`src/rtl/issue_ctrl.sv`:
```
// Scoreboard issue controller: holds one decoded instruction, tracks pending
// register writes, issues to EX when operands are free. Optional SCOREBOARD_BYPASS_EN.
module issue_ctrl #(
  parameter int DATA_WIDTH = 32,
  parameter int OPT_SIZE   = 7,
  parameter int FUNCT_SIZE = 3,
  parameter int REG_SIZE   = 5,
  parameter int CNT_WIDTH  = 16
) (
  input  logic                  clk,
  input  logic                  rst_n,
  input  logic                  id_valid,
  input  logic [OPT_SIZE-1:0]   id_opt,
  input  logic [FUNCT_SIZE-1:0] id_funct,
  input  logic [REG_SIZE-1:0]   id_rs1,
  input  logic [REG_SIZE-1:0]   id_rs2,
  input  logic [REG_SIZE-1:0]   id_rd,
  input  logic [DATA_WIDTH-1:0] id_imm,
  output logic                  id_vacant,
  output logic                  ex_valid,
  input  logic                  ex_ready,
  output logic [OPT_SIZE-1:0]   ex_opt,
  output logic [FUNCT_SIZE-1:0] ex_funct,
  output logic [REG_SIZE-1:0]   ex_rs1,
  output logic [REG_SIZE-1:0]   ex_rs2,
  output logic [REG_SIZE-1:0]   ex_rd,
  output logic [DATA_WIDTH-1:0] ex_imm,
  input  logic                  wb_valid,
  input  logic [REG_SIZE-1:0]   wb_rd,
  input  logic                  br_done,
  output logic                  illegal,
  output logic [CNT_WIDTH-1:0]  stall_cnt
);
  localparam int NREGS = 2**REG_SIZE;
  localparam logic [OPT_SIZE-1:0] OP_B = OPT_SIZE'(7'b1100011);
  localparam logic [OPT_SIZE-1:0] OP_L = OPT_SIZE'(7'b0000011);
  localparam logic [OPT_SIZE-1:0] OP_S = OPT_SIZE'(7'b0100011);
  localparam logic [OPT_SIZE-1:0] OP_I = OPT_SIZE'(7'b0010011);
  localparam logic [OPT_SIZE-1:0] OP_R = OPT_SIZE'(7'b0110011);
  localparam logic [NREGS-1:0]    ONE  = {{(NREGS-1){1'b0}}, 1'b1};

  typedef enum logic [1:0] {EMPTY, HOLD, WAIT_BR} state_t;

  state_t           state;
  logic [NREGS-1:0] busy;
  logic [NREGS-1:0] busy_eff, wb_mask, set_mask;
  logic [3:0]       ex_dec, id_dec;
  logic             hazard, issue, is_br, accept, id_legal;

  // {legal, uses rs1, uses rs2, uses rd}
  function automatic logic [3:0] decode(input logic [OPT_SIZE-1:0] op);
    case (op)
      OP_B:    decode = 4'b1110;
      OP_L:    decode = 4'b1101;
      OP_S:    decode = 4'b1110;
      OP_I:    decode = 4'b1101;
      OP_R:    decode = 4'b1111;
      default: decode = 4'b0000;
    endcase
  endfunction

  assign ex_dec   = decode(ex_opt);
  assign id_dec   = decode(id_opt);
  assign id_legal = id_dec[3];
  assign wb_mask  = (wb_valid && wb_rd != '0) ? (ONE << wb_rd) : '0;

`ifdef SCOREBOARD_BYPASS_EN
  assign busy_eff = busy & ~wb_mask;
`else
  assign busy_eff = busy;
`endif

  // busy[0] is never set, so x0 operands can never stall
  assign hazard    = (ex_dec[2] && busy_eff[ex_rs1]) ||
                     (ex_dec[1] && busy_eff[ex_rs2]) ||
                     (ex_dec[0] && busy_eff[ex_rd]);
  assign ex_valid  = (state == HOLD) && !hazard;
  assign issue     = ex_valid && ex_ready;
  assign is_br     = (ex_opt == OP_B);
  assign id_vacant = (state == EMPTY) || ((state == HOLD) && issue && !is_br);
  assign accept    = id_valid && id_vacant;
  assign set_mask  = (issue && ex_dec[0] && ex_rd != '0) ? (ONE << ex_rd) : '0;

  always_ff @(posedge clk or negedge rst_n) begin
    if (!rst_n) begin
      state     <= EMPTY;
      busy      <= '0;
      illegal   <= 1'b0;
      stall_cnt <= '0;
      ex_opt    <= '0;
      ex_funct  <= '0;
      ex_rs1    <= '0;
      ex_rs2    <= '0;
      ex_rd     <= '0;
      ex_imm    <= '0;
    end else begin
      // set after clear: an issue beats a same-cycle writeback of that register
      busy    <= (busy & ~wb_mask) | set_mask;
      illegal <= accept && !id_legal;
      if (state == HOLD && (hazard || !ex_ready) && stall_cnt != '1)
        stall_cnt <= stall_cnt + 1'b1;

      if (accept && id_legal) begin
        ex_opt   <= id_opt;
        ex_funct <= id_funct;
        ex_rs1   <= id_rs1;
        ex_rs2   <= id_rs2;
        ex_rd    <= id_rd;
        ex_imm   <= id_imm;
      end

      case (state)
        EMPTY:   if (accept && id_legal) state <= HOLD;
        HOLD:    if (issue) begin
                   if (is_br)                    state <= WAIT_BR;
                   else if (accept && id_legal)  state <= HOLD;
                   else                          state <= EMPTY;
                 end
        WAIT_BR: if (br_done) state <= EMPTY;
        default: state <= EMPTY;
      endcase
    end
  end
endmodule

```
`config.mk`:
```
export PLATFORM = sky130hd
export DESIGN_NAME = issue_ctrl
export DESIGN_NICKNAME = d
export VERILOG_FILES = /design/src/rtl/issue_ctrl.sv
export SDC_FILE = /design/constraint.sdc
export NUM_CORES = 1
export LEC_CHECK = 0
export BUFFER_PORTS_ARGS = -buffer_cell sky130_fd_sc_hd__buf_2
export CORE_MARGIN = 5
export CORE_UTILIZATION = 36
export DETAILED_ROUTE_END_ITERATION = 7
export GPL_ROUTABILITY_DRIVEN = 0
export GPL_TIMING_DRIVEN = 0
export PLACE_DENSITY_LB_ADDON = 0.1
export SLEW_MARGIN = 15
export SYNTH_ARGS = -nofsm -noshare
export SYNTH_HDL_FRONTEND = slang
export SYNTH_SLANG_ARGS = --single-unit
```
`constraint.sdc`:
```
create_clock -name clk -period 3.4 [get_ports clk]
set_input_delay 0.17 -clock clk [delete_from_list [all_inputs] [get_ports clk]]
set_output_delay 0.17 -clock clk [all_outputs]
set_load 0.03 [all_outputs]
```
[Word level (Yosys, flattened, before mapping)]
Index checks and enable logic that the tools add are counted.
W data, S select, Z words.
Cells by class
  muxes and demuxes: 16
  magnitude comparators: 3
  bitwise operators: 3
  $add $sub $neg: 1
  equality and inequality tests: 16
  reductions and logical operators: 31
  shift-type cells: 2
Operator list (count)
  $mux W32: 2
  $shl A1 B5 Y32 const A: 2
  $and A32 B32 Y32: 1
  $not A32 Y32: 1
  $or A32 B32 Y32: 1
  $eq A7 B6 Y1 const B: 4
  $lt A5 B6 Y1 const B: 3
  $add A16 B1 Y16 const B: 1
  $ne A16 B16 Y1 const B: 1
  $bmux W1 S5: 3
  $logic_and A1 B1 Y1: 15
  $eq A7 B2 Y1 const B: 2
  $eq A7 B5 Y1 const B: 2
  $eq A7 B7 Y1 const B: 2
  $pmux W4 S3: 1
  $reduce_bool A5 Y1: 2
  $pmux W3 S3: 1
  $mux W2: 4
  $reduce_or A2 Y1: 4
  $pmux W2 S3: 1
  $logic_not A1 Y1: 4
  $logic_or A1 B1 Y1: 4
  $mux W1: 4
  $ne A2 B2 Y1 const B: 2
  other kinds (5): 5
Storage, ports and cells
  word-level logic and storage cells: 82
  output and inout port bits: 76
  flip-flop bits (word level): 108
  bits of input ports: 68

[Logic depth before layout (Yosys ltp)]
Gate-level depths: netlist (run 1).
  depth in word-level cells: 18
  mapped depth: 12
  gate-level depth less buffers: 7

[Worst setup path after synthesis (run 1)]
No wires, ideal clock.
  kind: flip-flop to output port
  start: register ex_rs1[2]
  end: output port id_vacant
  stages on the path, launching flop included: 10
  slack: 0.207 ns
  required time: 3.230 ns
  arrival time: 3.023 ns
  cells stage by stage: dfrtp_1 > buf_6 > mux4_2 > mux2i_1 > o21ai_0 > o2111a_1 > or4b_4 > buf_6 > o21ai_2 > nor2b_1
Between the ends
  cells in the longest elaborated chain, start to end: 11
RTL lines
  from (decl): RTL line 24  | output logic [REG_SIZE-1:0] ex_rs1,
  from (signal assigned): RTL line 106  | ex_rs1 <= id_rs1;
  $bmux W1 S5: RTL line 74  | assign hazard = (ex_dec[2] && busy_eff[ex_rs1]) ||
  $mux W1 (implied by the code): RTL line 74
  $logic_and A1 B1 Y1: RTL line 74
  $logic_or A1 B1 Y1: RTL line 74
  $logic_or A1 B1 Y1: RTL line 75  | (ex_dec[1] && busy_eff[ex_rs2]) ||
  $logic_not A1 Y1: RTL line 77  | assign ex_valid = (state == HOLD) && !hazard;
  $logic_and A1 B1 Y1: RTL line 77
  $logic_and A1 B1 Y1: RTL line 78  | assign issue = ex_valid && ex_ready;
  $logic_and A1 B1 Y1 (2 in series): RTL line 80  | assign id_vacant = (state == EMPTY) || ((state == HOLD) && issue && !is_br);
  $logic_or A1 B1 Y1: RTL line 80
  to (decl): RTL line 19  | output logic id_vacant,
Every way passes these cells. The select of a mux whose other input is x is not followed.

[Worst setup path in the final report (run 1)]
Same ends and word-level chain as after synthesis.

==> results of run 1 <==
area by class of cell:
| type | instances | share of cell area, % |
|---|---|---|
| Antenna cell | 2 | 0.06031 |
| Buffer | 70 | 4.162 |
| Clock buffer | 11 | 2.805 |
| Clock inverter | 5 | 0.7388 |
| Inverter | 4 | 0.1809 |
| Multi-Input combinational cell | 534 | 46.19 |
| Sequential cell | 108 | 32.61 |
| Tap cell | 234 | 3.528 |
| Timing Repair Buffer | 149 | 9.726 |
worst register-to-register path, delay by kind of cell (launching register included):
kind / cells / cell delay [ns]
buf+inv: 3 / 0.54
flops: 1 / 0.41
compound gates: 2 / 0.53
simple gates: 3 / 0.71
mux: 2 / 0.69
metal layers:
layer / track usage [%] / share of wire (%)
met1: 30.15 / 46
met2: 34.28 / 46
met3: 3.931 / 5.4
met4: 6.559 / 1.9
met5: 0 / 0.029
cell usage in the layout, fill, tap and decap left out, drive strengths merged, types with 8 or more instances in the layout:
cell / n
nand4: 62
nor2: 11
o31ai: 24
o211ai: 56
nor3b: 53
o21ai: 34
mux4: 14
nor2b: 13
a21oi: 54
buf: 170
nand2: 25
nand3: 72
mux2i: 31
and3: 8
clkbuf: 59
xor2: 9
dfrtp: 108
cell usage after synthesis (all sizes together) (24+ instances only):
library cell / number
nand2: 25
o31ai: 24
mux2i: 31
a21oi: 54
buf: 24
clkbuf: 48
o21ai: 34
nand4: 62
nor3b: 53
o211ai: 56
nand3: 72
dfrtp: 108
report_power, final:
group / internal (uW) / switching, uW
clock: 578 / 516
combinational: 948 / 1970
sequential: 1630 / 446
total: 3160 / 2930
cell families (layout without fill, tap and decap cells):
group | after synthesis | in the layout | share of synthesized area, %
xor+xnor | 14 | 14 | 1.783
buf+inv | 76 | 239 | 5.129
fa+ha+maj | 1 | 1 | 0.1819
simple gates | 281 | 281 | 24.17
compound gates | 191 | 191 | 19.92
other cells | 0 | 2 | 0
flops | 108 | 108 | 39.29
mux | 47 | 47 | 9.531
through the flow:
step	area (um2)	setup slack, ns	power (uW)	cells
global route	8295	0.001514	6428	1116
detailed placement	7916	0.1573	4959	1095
CTS	8228	0.005766	6074	1110
floorplan	6879	0.2071	3968	718
finish	8298	0.1232	6091	1117
global placement	7883	0.1779	4893	1094
sequential cells by signal, summed over array words and instances, names as in the netlist, 2 cells and up:
register	cells
ex_opt	7
ex_funct	3
state	2
ex_rd	5
ex_imm	32
busy	32
stall_cnt	16
ex_rs2	5
ex_rs1	5
timing repair:
| item | 4_1_cts | 5_1_grt |
|---|---|---|
| setup buffers | 0 | 5 |
| gates cloned | 0 | 0 |
| gates resized for setup | 6 | 5 |
| endpoints found under the setup margin | 1 | 1 |
| pin swaps | 0 | 1 |
| hold buffers | 1 | 0 |
| hold endpoints to repair | 49 | 0 |
worst max path at each step:
stage / slack (ns) / cells after the start / end
after floorplan: 0.21 / 9 / id_vacant
after global placement: 0.18 / 11 / id_vacant
after detailed placement: 0.16 / 11 / id_vacant
after CTS: 0.006 / 10 / id_vacant
after global routing: 0.002 / 10 / id_vacant
final: 0.12 / 10 / id_vacant
==> results, run 1 <==
- The worst hold slack after final layout is between 0.07 and 0.08 ns.
- The worst endpoint data arrival time is roughly 3.1 ns.
- In this run the horizontal extent of the chip is between 100 and 150 um.
- The worst stage delay on the critical path is 0.54 ns.
- The clock reaches the later pin of the worst-skew pair after 0.36 ns.
- The number of global-route vias before repair is between 6000 and 7000.
- The utilization after layout is ~44%.
- Dividing total power by cell area gives a power density of 734.0 nW/um2.
- The multi-input combinational cells in the finished layout cover a total of between 3000 and 4000 um2.
- Relative to the synthesized area, the layout overhead comes to 20.63%.
- The vertical die dimension is 148.2 um.
- In this run the critical register-to-register path is launched from ex_rs1[2].
- The setup path with the least slack is of type flip-flop to output pin.
- Synthesis produced a netlist with a net count of 787.
- The total congestion overflow is 0.
- For this run, the post-layout net count is between 900 and 1000.
- The predominant post-synthesis flop cell is sky130_fd_sc_hd__dfrtp_1.
- The maximum fanout along the worst path is 5.
- The count of cells along the worst hold path is 4.
- The combined area of all synthesized cells is just under 7000 um2.
- The share of the synthesized area in the top cell type is 39.29%.
- The most critical setup path has its startpoint at ex_rs1[2].
- The combined global-route utilization of all metal layers is a little over a fifth.
- For this run, the number of Yosys warnings is 0.
- The first-pass iteration count of the detailed router is 5.
- The residual antenna-violating net count after detailed routing is 0.
- For the finished layout, the period the worst path requires is approximately 3.3 ns.
- The routed via count is ~6700.
- The fraction of the yosys area taken by sequential cells is between 30% and 40%.
- Across all register-to-register paths, the minimum setup slack is 0.40 ns.
- The cell family contributing the most delay on the critical path is simple AND/OR/NAND/NOR gates.
- The number of input and output port buffers inserted is between 100 and 150.
- The worst vdd rail ir drop is between 300 and 400 uV.
- The endpoint class of the critical path is an output pin.
- The site row count is 50.
- The number of buffers between clock root and the deepest sink is 2.
- The signal on the critical path passes through buf_4 > mux4_1 > mux2i_1 > nor2b_1 > o2111a_2 > or4b_4 > buf_6 > o21ai_4 > nor2b_1 > buf_4.
- After technology mapping, the gate count stands at a little over 700.
- After synthesis, the cell types taking the most area are sky130_fd_sc_hd__dfrtp_1 39%, sky130_fd_sc_hd__nor3b_1 5.8%, sky130_fd_sc_hd__nand4_1 5.6%.
- The launching element type of the critical path is a flip-flop.
- The tool flagged a number of max-cap violations equal to 0.
- The worst hold path startpoint is br_done.
- The worst register-to-register path ends at ex_imm[6].
- The initial antenna violation count is 2.
- The CTS H-tree depth is 3.
- The remaining max-slew budget at the tightest pin is ~22%.
- At the pin with the least slew margin, the transition time is 1.136 ns.
- After synthesis, the mean cell area works out to roughly 9.6 um2.
- The die area is approximately 22000 um2.
- The setup violation total in the final timing report is 0.
- The path class of the tightest hold or removal check is input port to flip-flop.
- The count of clock tree sinks is approximately 110.
- Registers take around 2700 um2.
- The total detailed-routing wirelength is ~24000 um.
- The flip-flop and latch count after synthesis is approximately 110.
- The synthesized netlist contains 53 unique library cells.
- The initial DRC count is 393.
- The path with the worst hold slack has its endpoint at state[1].
- Setup repair after global routing left no endpoint under its margin.
- The depth of the worst register-to-register path is 10.
- The fraction of the cycle the final worst path needs is between 90 and 100%.
- The final sum of negative setup slack is 0 ns.
- The top-level port count is ~140.
- The required time of the worst setup path is approximately 3.2 ns.
- The maximum number of pins on one net before global-route repair is 60.
- The clock transition at the register clock pins on the worst setup and hold paths after CTS is 0.08 ns.
- The cell sitting at the root of the clock tree is a sky130_fd_sc_hd__clkbuf_16.
- Summed over all instances, the cell type with the most area after synthesis is sky130_fd_sc_hd__dfrtp_1.
- Cells with a size suffix above 1 make up around a quarter of the layout.
- The sum of buffers and inverters on the critical path is 3.
- For this design, the slowest cell found on the critical path is sky130_fd_sc_hd__mux4_1.
- Detailed placement ended at an HPWL of about 18000 um.
- In the routed design, unresolved DRC markers number 0.
- For this design the static power due to leakage is roughly 0.0033 uW.
- The count of endpoints failing hold in the final timing report was 0.
- The routed via count divided by cell count is approximately 6.
- The routed wire length per instance is around 21 um.
- The run finished with clean final reports.
- The effective utilization at floorplan is a little over a third.
- The count of final max-slew check failures came to 0.
- The synthesized design contains 0 enable-type register cells.
- The async set-or-reset flop fraction in the synthesized netlist is between 90% and 100%.
- The post-route clock skew is approximately 0.01 ns.
- The CTS buffer count is 9.
- The fill cell instance count of the final layout is 1881.
- The CTS tree is built.
- The first global-routing pass estimated 38280 um of wire.
- For this run, the top clock speed supported by timing is 305.2 MHz.
- The core region is roughly 19000 um2.
No activity file was read; power rests on OpenSTA's default activity.
==> run 2: changes to the inputs <==
--- a/config.mk
+++ b/config.mk
@@ -7,7 +7,7 @@
 export LEC_CHECK = 0
 export BUFFER_PORTS_ARGS = -buffer_cell sky130_fd_sc_hd__buf_2
 export CORE_MARGIN = 5
-export CORE_UTILIZATION = 36
+export CORE_UTILIZATION = 40
 export DETAILED_ROUTE_END_ITERATION = 7
 export GPL_ROUTABILITY_DRIVEN = 0
 export GPL_TIMING_DRIVEN = 0
==> run 2 against run 1 <==
Compared with the run above: hold slack lost 0.011 ns; largest power group unchanged; maximum frequency shrank 0.72%; largest cell class unchanged; design area down 0.18%; sequential cell count unchanged; setup slack got worse by 0.024 ns; routed wire length is 2.6% lower; utilization is 4.3 points higher.
==> results, run 2 (synthesis gave the netlist of run 1 again) <==
- The run finished with clean final reports.
- The endpoint class of the critical path is an output pin.
- The time the worst path needs with I/O delays and setup came to 3.301 ns (+0.02387 ns).
- The share of final-layout standard cells stronger than drive strength 1 is 25.97% (about the same).
- The endpoint of the worst register-to-register path is ex_rd[0].
- The launching element type of the critical path is a flip-flop.
- The site row count is 48 (-4.0%).
- The fraction of power spent switching nets is 48.21% (about the same).
- The remaining max-slew budget at the tightest pin is 21.03% (-1.3 points).
- The fill cell instance count of the final layout is 1637 (-13%).
- The depth of the worst register-to-register path is 10 (unchanged).
- The class of the worst hold path is input port to flip-flop.
- By startpoint and endpoint, the worst setup path is classified as flip-flop to output pin.
- The CTS tree is built.
- The tree is rooted in a sky130_fd_sc_hd__clkbuf_16.
- The area inside the core boundary is 17060 um2 (-9.1%).
- The count of nets after finishing is 942 (-0.32%).
- The routed wire length per instance was 21.08 um (-1.7%).
- The switching power total was 2936 uW (about the same).
- The initial antenna violation count is 3 (+1).
- The maximum fanout along the worst path is 5 (unchanged).
- The detailed-route DRC error count is 0 (unchanged).
- The number of global-route vias before repair was 6747 (-2.8%).
- The insertion delay to the later sink of the worst-skew pair is 0.36 ns (about the same).
- The fraction of the cycle the final worst path needs is 97.08% (+0.70 points).
- The count of endpoints failing hold in the final timing report is 0 (unchanged).
- The routed via count divided by cell count is 6.100 (+1.5%).
- The total congestion overflow is 0 (unchanged).
- The maximum number of pins on one net before global-route repair is 62 (+3.3%).
- The count of final max-slew check failures came to 0 (unchanged).
- The effective utilization at floorplan is 40.33% (+3.7 points).
- The count of clock tree sinks is 108 (unchanged).
- The uppermost metal layer occupied by signal nets is met4.
- The part of the power in registers is 34.6% (+0.5 points).
- The vertical die dimension is 141.1 um (-4.8%).
- The number of input and output port buffers inserted came to 142 (unchanged).
- The met3 wire length is 1392 um (+7.4%).
- The post-route clock skew is 0.01770 ns (+0.007682 ns).
- The routed via count is 6747 (+0.46%).
- The initial DRC count is 440 (+12%).
- The first-pass GRT wire length is 37290 um (-2.6%).
- The transition time at the pin with the least slew margin is 1.155 ns (+0.01897 ns).
- The largest registers in the layout are busy (32), ex_imm (32), stall_cnt (16).
- The worst hold slack after final layout is 0.06373 ns (-0.01128 ns).
- The max-capacitance violation count is 0 (unchanged).
- The top achievable clock speed is 303.0 MHz (-0.72%).
- The internal power component came to 3153 uW (about the same).
- The required time of the worst setup path is 3.23 ns (about the same).
- The area growth from synthesis to layout is 20.41%.
- The number of cells in the finished layout apart from fillers is 1106 (-0.98%).
- The count of cells along the worst hold path is 3 (-1).
- In this run the most critical hold path is launched from id_imm[14].
- The combinational cell fraction of total power is 46.7% (-1.2 points).
- In this run the critical register-to-register path is launched from ex_rs1[2].
- The clock transition at the register clock pins on the worst setup and hold paths after CTS came to 0.09 ns (about the same).
- The worst vdd rail ir drop is 294.9 uV (-6.0%).
- The HPWL after detailed placement is 17180 um (-3.3%).
- The top-level port count is 144 (unchanged).
- The total detailed-routing wirelength is 23320 um (-2.6%).
- The number of buffers between clock root and the deepest sink is 2 (unchanged).
- The total placed cells including tap cells is 1086 (-0.82%).
- The die area is 19920 um2 (-9.3%).
- The utilization after layout is 48.56% (+4.3 points).
- The combined global-route utilization of all metal layers is 23.27% (+1.7 points).
- The CTS buffer count is 9 (unchanged).
- The clock group share of total power came to 18.7% (+0.7 points).
- The length of routed wiring on met1 is 10490 um (-5.6%).
- The reg-to-reg setup timing slack is 0.17 ns (-0.23 ns).
- The first-pass iteration count of the detailed router is 5 (unchanged).
- The power density over the cells is 735.2 nW/um2 (+0.15%).
- The path with the worst hold slack has its endpoint at ex_imm[14].
- The CTS H-tree depth came to 3 (unchanged).
- The routed length on met2 is 11110 um (+0.32%).
- The library cell used most frequently in the layout, excluding fill and tap cells, is sky130_fd_sc_hd__buf_2.
- In the layout the commonest cells are 148 x sky130_fd_sc_hd__buf_2, 105 x sky130_fd_sc_hd__dfrtp_1, 72 x sky130_fd_sc_hd__nand3_1.
- The setup violation total in the final timing report is 0 (unchanged).
- The residual antenna-violating net count after detailed routing is 0 (unchanged).
- The worst endpoint data arrival time is 3.13 ns (+0.02 ns).
- The die outline width is 141.1 um (-4.8%).
- The static leakage is 0.003355 uW (+0.23%).
## run 2: area by class of cell
| cell class | instances | area, um2 | area share [%] |
|---|---|---|---|
| multi-input combinational | 534 | 3839 | 46.34 |
| sequential | 108 | 2706 | 32.67 |
| timing repair buffer | 147 | 779.5 | 9.411 |
| buffer | 69 | 335.3 | 4.048 |
| tap | 225 | 281.5 | 3.399 |
| clock buffer | 10 | 239.0 | 2.885 |
| clock inverter | 6 | 80.08 | 0.9668 |
| inverter | 4 | 15.01 | 0.1813 |
| antenna | 3 | 7.507 | 0.09063 |
## run 2: through the flow
step             TNS, ns  cell area (um2)  power (uW)  setup WS [ns]
2_1_floorplan          0             6879        3968         0.2071
6_report               0             8283        6089        0.09933
3_3_place_gp           0             7871        4879         0.1052
5_1_grt        -0.009655             8283        6453      -0.009655
4_1_cts                0             8235        6092        0.01018
3_5_place_dp    -0.01460             7905        4946       -0.01460
## run 2: how the worst max path moves through the flow
stage,start,slack [ns],endpoint,cells after the start
after floorplan,ex_rs1[2],0.21,id_vacant,9
after global placement,ex_rd[0],0.11,ex_rd[0],11
after detailed placement,ex_rd[1],-0.01,ex_imm[30],9
after CTS,ex_rs1[2],0.01,id_vacant,10
after global routing,ex_rs1[2],-0.01,id_vacant,10
final,ex_rs1[2],0.1,id_vacant,10
## run 2: critical path, stage by stage (launching register included)
cell                       delay (ns)
sky130_fd_sc_hd__dfrtp_2         0.43
sky130_fd_sc_hd__buf_4           0.13
sky130_fd_sc_hd__mux4_1          0.54
sky130_fd_sc_hd__mux2i_1         0.15
sky130_fd_sc_hd__nor2b_1         0.07
sky130_fd_sc_hd__o2111a_1        0.28
sky130_fd_sc_hd__or4b_4          0.52
sky130_fd_sc_hd__buf_6           0.16
sky130_fd_sc_hd__o21ai_4         0.17
sky130_fd_sc_hd__nor2b_4         0.16
sky130_fd_sc_hd__buf_4           0.16
## run 2: metal layers
layer	global-route usage (%)	up-vias
met5	0	-
met4	6.221	0
met3	4.613	25
met2	36.47	219
met1	33.00	3388
li1	-	3115
## run 2: power groups by stage
stage / clock (uW) / sequential (uW) / combinational [uW]
2_1_floorplan: 0 / 2650 / 1320
5_1_grt: 1230 / 2160 / 3060
3_3_place_gp: 0 / 2040 / 2840
3_5_place_dp: 0 / 2070 / 2880
6_report: 1140 / 2100 / 2850
4_1_cts: 1170 / 2100 / 2830
## run 2: what timing repair did
action,in CTS,in global routing
endpoints found under the setup margin,29,1
pin swaps,0,1
hold endpoints to repair,47,0
hold buffers,1,0
resized for setup,5,5
setup buffers,0,3
